## config.mk

```make
export PLATFORM = sky130hd
export DESIGN_NAME = lzc_byte_gen
export DESIGN_NICKNAME = d
export VERILOG_FILES = /design/src/rtl/lzc_byte_gen_pkg.sv /design/src/rtl/lzc_byte_gen_word_build.sv /design/src/rtl/lzc_byte_gen.sv
export SDC_FILE = /design/constraint.sdc
export NUM_CORES = 1
export LEC_CHECK = 0
export CORE_MARGIN = 1
export CORE_UTILIZATION = 35
export DETAILED_ROUTE_END_ITERATION = 7
export PLACE_DENSITY = 0.69
export SYNTH_ARGS = -nofsm -noshare
export SYNTH_HDL_FRONTEND = slang
export SYNTH_SLANG_ARGS = --single-unit
```

## constraint.sdc

```tcl
create_clock -name CLK -period 3.7 [get_ports CLK]
set_clock_uncertainty 0.1 [all_clocks]
set_input_delay 0.925 -clock CLK [delete_from_list [all_inputs] [get_ports CLK]]
set_output_delay 0.925 -clock CLK [all_outputs]
set_load 0.02 [all_outputs]
```

## src/rtl/lzc_byte_gen_pkg.sv

```systemverilog
// Shared types and constants for the LZC byte-stream stimulus generator.
package lzc_byte_gen_pkg;

  localparam int FRAME_W = 32;
  localparam int BYTE_W  = 8;
  localparam logic [5:0] MAX_Z = 6'd32;

  typedef enum logic [1:0] {
    ST_IDLE = 2'd0,
    ST_SEND = 2'd1,
    ST_GAP  = 2'd2
  } state_t;

  // Clamp a requested zero count to the frame width.
  function automatic logic [5:0] sat_z(input logic [5:0] z);
    return (z > MAX_Z) ? MAX_Z : z;
  endfunction

  // Byte i of a frame word, byte 0 being the most significant.
  function automatic logic [BYTE_W-1:0] get_byte(input logic [FRAME_W-1:0] w,
                                                 input logic [1:0] i);
    logic [BYTE_W-1:0] b;
    case (i)
      2'd0:    b = w[31:24];
      2'd1:    b = w[23:16];
      2'd2:    b = w[15:8];
      default: b = w[7:0];
    endcase
    return b;
  endfunction

endpackage

```

## src/rtl/lzc_byte_gen_word_build.sv

```systemverilog
// Builds the frame word with exactly z leading zeros and the mode-1 last byte index.
module lzc_word_build
  import lzc_byte_gen_pkg::*;
(
  input  logic [5:0]         z,
  input  logic [FRAME_W-1:0] tail,
  output logic [FRAME_W-1:0] word,
  output logic [1:0]         last_idx
);

  logic [FRAME_W-1:0] lead;
  logic [FRAME_W-1:0] below;

  // Shifting by 32 clears both masks, so z = 32 yields an all-zero word.
  always_comb begin
    lead     = 32'h8000_0000 >> z;
    below    = 32'h7FFF_FFFF >> z;
    word     = lead | (tail & below);
    // First nonzero byte sits at z/8; z >= 24 (including 32) caps at the last byte.
    last_idx = (z >= 6'd24) ? 2'd3 : z[4:3];
  end

endmodule

```

## src/rtl/lzc_byte_gen.sv

```systemverilog
// Frame generator feeding a byte-serial leading-zero counter, MSB byte first.
module lzc_byte_gen
  import lzc_byte_gen_pkg::*;
#(
  parameter int GAP_CYCLES = 2
) (
  input  logic              CLK,
  input  logic              RST,
  input  logic              START,
  input  logic [5:0]        ZCOUNT,
  input  logic              MODE_IN,
  input  logic [31:0]       TAIL,
  output logic              IVALID,
  output logic [BYTE_W-1:0] DATA,
  output logic              MODE,
  output logic [5:0]        EXP_ZEROS,
  output logic              BUSY,
  output logic              DONE
);

  localparam logic [3:0] GAP_LAST = 4'(GAP_CYCLES - 1);

  state_t             state;
  logic [FRAME_W-1:0] w_q;
  logic [1:0]         idx;
  logic [1:0]         last_q;
  logic [3:0]         gap_cnt;

  logic [5:0]         z_sat;
  logic [FRAME_W-1:0] w_new;
  logic [1:0]         m1_last;

  assign z_sat = sat_z(ZCOUNT);

  lzc_word_build u_build (
    .z        (z_sat),
    .tail     (TAIL),
    .word     (w_new),
    .last_idx (m1_last)
  );

  // Frame sequencer; the first byte is registered on the same edge that accepts START.
  always_ff @(posedge CLK) begin
    if (RST) begin
      state     <= ST_IDLE;
      w_q       <= '0;
      idx       <= '0;
      last_q    <= '0;
      gap_cnt   <= '0;
      IVALID    <= 1'b0;
      DATA      <= '0;
      MODE      <= 1'b0;
      EXP_ZEROS <= '0;
      BUSY      <= 1'b0;
      DONE      <= 1'b0;
    end else begin
      DONE <= 1'b0;
      case (state)
        ST_IDLE: begin
          if (START) begin
            state     <= ST_SEND;
            w_q       <= w_new;
            idx       <= 2'd0;
            last_q    <= MODE_IN ? m1_last : 2'd3;
            MODE      <= MODE_IN;
            EXP_ZEROS <= z_sat;
            IVALID    <= 1'b1;
            DATA      <= get_byte(w_new, 2'd0);
            BUSY      <= 1'b1;
          end
        end
        ST_SEND: begin
          if (idx == last_q) begin
            state   <= ST_GAP;
            IVALID  <= 1'b0;
            DATA    <= '0;
            DONE    <= 1'b1;
            gap_cnt <= '0;
          end else begin
            idx  <= idx + 2'd1;
            DATA <= get_byte(w_q, idx + 2'd1);
          end
        end
        ST_GAP: begin
          if (gap_cnt == GAP_LAST) begin
            state <= ST_IDLE;
            BUSY  <= 1'b0;
          end else begin
            gap_cnt <= gap_cnt + 4'd1;
          end
        end
        default: state <= ST_IDLE;
      endcase
    end
  end

endmodule

```

### Word-level counts from Yosys, hierarchy flattened

Cells that the tools add are included.

* word-level logic and storage cells: 67
* register bits: 60
* output and inout port bits: 18

* multiplexer cells: 23
* bitwise gates (word level): 3
* shift-type cells: 2
* reductions and logical operators: 13
* order comparisons: 2
* equality and inequality tests: 11
* $add $sub $neg: 2

Operators with widths (number)
* bitwise AND 32 bit: 1
* bitwise OR 32 bit: 1
* >> shifter 31 x 6 -> 32 bit (first input constant): 1
* >> shifter 32 x 6 -> 32 bit (first input constant): 1
* one-hot mux 8 bit (3 select lines): 1
* 2-to-1 mux 8 bit: 2
* one-hot mux 8 bit (2 select lines): 1
* AND reduction 3 bit: 5
* 2-to-1 mux 2 bit: 7
* inequality test 2 bit (second input constant): 5
* 2-to-1 mux 4 bit: 2
* one-hot mux 4 bit (2 select lines): 1
* >= comparator 6 x 5 -> 1 bit (second input constant): 1
* greater-than comparator 6 bit (second input constant): 1
* 2-to-1 mux 6 bit: 1
* one-hot mux 2 bit (3 select lines): 1
* nonzero test 2 bit: 3
* adder 4 x 1 -> 4 bit (second input constant): 1
* equality test 2 x 1 -> 1 bit (second input constant): 2
* equality test 2 bit (second input constant): 2
* equality test 4 x 1 -> 1 bit (second input constant): 1
* zero test 2 bit: 2
* 2-to-1 mux 1 bit: 4
* one-hot mux 1 bit (2 select lines): 2
* 6 further kinds: 7

### Depth between registers and ports, before layout

* depth in word-level cells: 7
* mapped depth: 7
* gate-level depth less buffers: 6

### Cells and area by module

A second synthesis with hierarchy kept.

* cells, all modules: 437
* area total of the unflattened synthesis: 3338.2 um^2

Modules (own cells, without submodules)
* lzc_byte_gen: times used 1, cells each 328, area each 2717.6 um^2
* lzc_word_build: times used 1, cells each 109, area each 620.6 um^2

### Least setup slack after synthesis

No wires, ideal clock.

* path kind: input port to flip-flop
* start point: input port ZCOUNT[3]
* end point: register DATA[5]
* path slack: 1553 ps
* buffers on the path: 1
* data arrival time: 1959 ps
* stages: 4
* path through: buf_6 > or3_4 > o31a_1 > o32ai_2

* longest elaborated chain between the ends: 7
* elaborated cells on any way between the ends: 8
* classes of those cells: 1 x order compare; 2 x shift; 3 x mux; 2 x bitwise

Ends and longest elaborated chain
* from (decl): RTL line lzc_byte_gen.sv:10 `input logic [5:0] ZCOUNT,`
* greater-than comparator 6 bit: RTL line lzc_byte_gen_pkg.sv:16 `return (z > MAX_Z) ? MAX_Z : z;`
* 2-to-1 mux 6 bit (*): RTL line lzc_byte_gen_pkg.sv:16
* >> shifter 31 x 6 -> 32 bit: RTL line lzc_byte_gen_word_build.sv:17 `below = 32'h7FFF_FFFF >> z;`
* bitwise AND 32 bit: RTL line lzc_byte_gen_word_build.sv:18 `word = lead | (tail & below);`
* bitwise OR 32 bit (*): RTL line lzc_byte_gen_word_build.sv:18
* 2-to-1 mux 8 bit (*): RTL line lzc_byte_gen.sv:60 `if (START) begin`
* one-hot mux 8 bit (2 select lines) (*): RTL line lzc_byte_gen.sv:58 `case (state)`
* to (signal assigned): RTL line lzc_byte_gen.sv:68 `DATA <= get_byte(w_new, 2'd0);`
* to (signal assigned): RTL line lzc_byte_gen.sv:81 `DATA <= get_byte(w_q, idx + 2'd1);`
* to (decl): RTL line lzc_byte_gen.sv:14 `output logic [BYTE_W-1:0] DATA,`

Every way passes the cells marked *; elsewhere a longest branch is shown, timed or not. The select of a mux whose other input is x is not followed.
A chain may end at the register's enable or synchronous reset.

### Worst setup path after layout

* start point: input port ZCOUNT[5]
* end point: register w_q[4]

* longest elaborated chain between the ends: 5
* elaborated cells on any way between the ends: 6
* classes of those cells: 1 x order compare; 2 x shift; 1 x mux; 2 x bitwise

Ends and longest elaborated chain
* greater-than comparator 6 bit: RTL line lzc_byte_gen_pkg.sv:16
* 2-to-1 mux 6 bit (*): RTL line lzc_byte_gen_pkg.sv:16
* >> shifter 31 x 6 -> 32 bit: RTL line lzc_byte_gen_word_build.sv:17
* bitwise AND 32 bit: RTL line lzc_byte_gen_word_build.sv:18
* bitwise OR 32 bit (*): RTL line lzc_byte_gen_word_build.sv:18
* to (signal assigned): RTL line lzc_byte_gen.sv:62 `w_q <= w_new;`
* to (decl): RTL line lzc_byte_gen.sv:24 `logic [FRAME_W-1:0] w_q;`

Every way passes the cells marked *; elsewhere a longest branch is shown, timed or not.

==> results.py <==
metrics = {
    "cells_and_area": {
        "multi_input_area_sq_mm": 0.00163,
        "nFillCells": 819,
        "seq_area_sq_mm": 0.00120,
        "area_delta_synth_final_pct": 27.1,
        "nets": 470,
        "diodes": 0,
        "layout-drive-gt1-share": 0.0749,
    },
    "drt": {
        "drc": 0,
        "vias": 2984,
        "antenna_left": 0,
        "routed_wl_um": 8900,
        "initialDrtViolationCount": 282,
        "via_per_inst": 5.61,
        "first_pass_iters": 5,
        "wl_per_cell_um": 16.7,
    },
    "synthesis": {
        "ys.flop_type": "dfxtp_1",
        "synth_area_sq_mm": 0.00301,
        "ys_seq_elements": 60,
        "syn_inst": 378,
        "synth_edf_count": 0,
        "synth_mux_area_frac": 0.0174,
        "yosysUniqueCellTypes": 56,
        "avgSynthCellArea_sq_um": 7.97,
        "seq_area_frac_synth": 0.399,
        "synthSimpleGateAreaFrac": 0.219,
        "synth_warnings": 0,
        "synth_top_family_by_area": "compound AO/OA/AOI/OAI gates",
        "synth_compound_area_frac": 0.265,
        "synthXorXnorAreaFrac": 0.0116,
        "syn_nets": 426,
        "postSynth.asyncResetShare": 0,
        "synth_fa_ha_area_frac": 0.0249,
    },
    "sta": {
        "max_freq_mhz": 372,
        "layout_min_cycle_time_ps": 2690,
        "rsz0062_at_grt": "false",
        "relSlewSlack": 0.405,
        "worstMarginPinSlew_ps": 892,
        "slew_violations": 0,
        "hold_viol": 0,
        "setup_viol": 0,
        "tns_ps": 0,
        "fin_crit_sh": 0.726,
    },
    "run_status": {
        "outcome": "completed",
    },
    "power": {
        "totalPowerFinal_mw": 1.63,
        "power.density_mw_per_mm2": 425,
        "irDropWorstVdd_v": 0.000211,
        "leakage_nw": 1.36,
    },
    "global_routing": {
        "grt_pass1_wl_um": 14600,
        "grt_pass1_vias": 2802,
        "grt_max_degree": 43,
        "grtUsageTotal": 0.215,
        "overflow": 0,
        "antenna_found_initial": 0,
    },
    "worst_setup_path": {
        "path_buf_inv": 2,
        "crit_chain": "clkdlybuf4s50_1, buf_4, and3b_1, nand2_1, a32oi_1, nor2_1",
        "worstPathMaxFanout": 16,
        "worst_path_largest_cell_delay_ps": 710,
        "crit_path_start": "ZCOUNT[5]",
        "path_depth": 6,
        "critPathCaptureType": "register",
        "critPathSlowestCell": "clkdlybuf4s50_1",
        "critical-path-top-delay-family": "buffers and inverters",
        "cp-start-kind": "input pin",
        "crit_arrival_ps": 2810,
        "r2r.worst_path.cells": 4,
        "required_ps": 3820,
        "timing.rr.start": "state[0]$_SDFFE_PP0P_",
        "criticalPathCategory": "in -> reg",
    },
    "clocking": {
        "clock_latency_ps": 340,
        "cts-root-buf": "clkbuf_8",
        "cts_resized": 0,
        "clk_transition_reported_paths_ps": 70,
        "cts_tree": "done",
        "clock-sinks": 60,
        "cts_buffer_depth": 2,
        "htreeDepth": 3,
        "post_cts_buffers": 0,
        "hold_buffers": 0,
        "cts_buffers": 9,
    },
    "placement": {
        "dp_hpwl_um": 6140,
        "gp_congestion": 0.919,
        "io_buffers": 58,
    },
    "hold_path": {
        "hold_depth": 2,
        "hold_start": "EXP_ZEROS[0]$_SDFFE_PP0P_",
        "hold_path_class": "reg -> reg",
    },
    "die": {
        "coreArea_sq_mm": 0.00826,
        "placementRows": 33,
        "die_area_sq_mm": 0.00898,
        "die_y_um": 94.8,
        "start_util": 0.365,
        "die_w_um": 94.8,
        "io_pins": 60,
    },
    "flow_run": {
        "cap_violations": 0,
    },
}
synthesized netlist by cell type (all sizes together), types with 4 or more instances:
cell type   n  area, sq um
nor3b       4         30.0
nor2       40          158
a222oi      9         90.1
nor3        5         35.0
nand3      13         65.1
a31oi       9         56.3
a22o        5         43.8
a21oi      39          195
inv         9         33.8
nand2      49          184
o21ai      31          155
clkbuf     15         56.3
dfxtp      60         1200
ha          6         75.1
a32oi       6         52.6
nand2b      6         37.5
buf        17         98.8
o31ai       4         30.0
flip-flops by register name, summed over array words and instances, names as in the netlist:
| register | cells |
|---|---|
| DONE | 1 |
| last_q | 2 |
| idx | 2 |
| state | 2 |
| BUSY | 1 |
| w_q | 32 |
| EXP_ZEROS | 6 |
| MODE | 1 |
| IVALID | 1 |
| DATA | 8 |
| gap_cnt | 4 |
kinds of logic after synthesis:
family	after synthesis
buf+inv	41
xor+xnor	4
compound gates	124
mux	5
flops	60
simple gates	138
fa+ha+maj	6
metal layers:
metal	vias up	part of all wire	routed length, um	track usage
met2	132	0.45	4010	0.328
met4	0	0.023	204	0.0896
li1	1445	-	-	-
met1	1389	0.44	3940	0.291
met3	18	0.084	744	0.0483
met5	-	0	0	0
final timing paths:
check                                   end  slack, ps
setup / recovery        w_q[4]$_SDFFE_PP0P_       1010
hold / removal    EXP_ZEROS[0]$_SDFFE_PP0P_        360
setup reg to reg       DATA[0]$_SDFFE_PP0P_       1790
hold reg to reg   EXP_ZEROS[0]$_SDFFE_PP0P_        360
tightest hold or removal path, cell delays in order, from the launching register on:
cell     delay [ps]
dfxtp_1         310
nand2_1          50
a21oi_1          50
through the flow:
step                hold slack, ps  setup WS [ps]  area, sq um   util  instances
CTS                            353           1090         3830  0.464        532
global route                   380            919         3830  0.464        532
global placement               340            715         3630  0.439        516
floorplan                      324           1550         3010      -        378
detailed placement             345            716         3630  0.439        516
finish                         356           1010         3830  0.464        532
cells in the final DEF (no fill, tap or decap), types with 2 or more instances in the layout:
cell / n
o21a_1: 2
mux2i_1: 3
a32oi_1: 6
a222oi_1: 9
xnor2_1: 2
nor3_2: 2
a22o_1: 5
nand3b_1: 3
ha_1: 6
inv_1: 9
or3b_1: 3
clkdlybuf4s50_1: 58
or3_1: 2
xor2_1: 2
a311oi_1: 2
nand2_1: 49
clkbuf_8: 11
a21oi_1: 39
dfxtp_1: 60
nor3b_1: 3
nand2b_1: 6
o31ai_1: 4
mux2_2: 2
nor2_1: 39
nor2b_1: 3
a21o_1: 3
o21bai_1: 2
and3_1: 2
nor3_1: 3
o21ai_0: 30
o211ai_1: 2
buf_4: 7
nand3_1: 13
a31oi_1: 9
clkinv_2: 2
final cells by class:
| cell class | instances | area share |
|---|---|---|
| multi-input combinational | 277 | 0.425 |
| sequential | 60 | 0.314 |
| timing repair buffer | 65 | 0.165 |
| clock buffer | 12 | 0.0405 |
| tap | 105 | 0.0343 |
| clock inverter | 4 | 0.0124 |
| inverter | 9 | 0.00882 |
power by group:
part	internal, mW	switching [mW]
Combinational	0.129	0.177
Clock	0.346	0.266
Sequential	0.684	0.0252
Power figures use the tool's default switching activity.
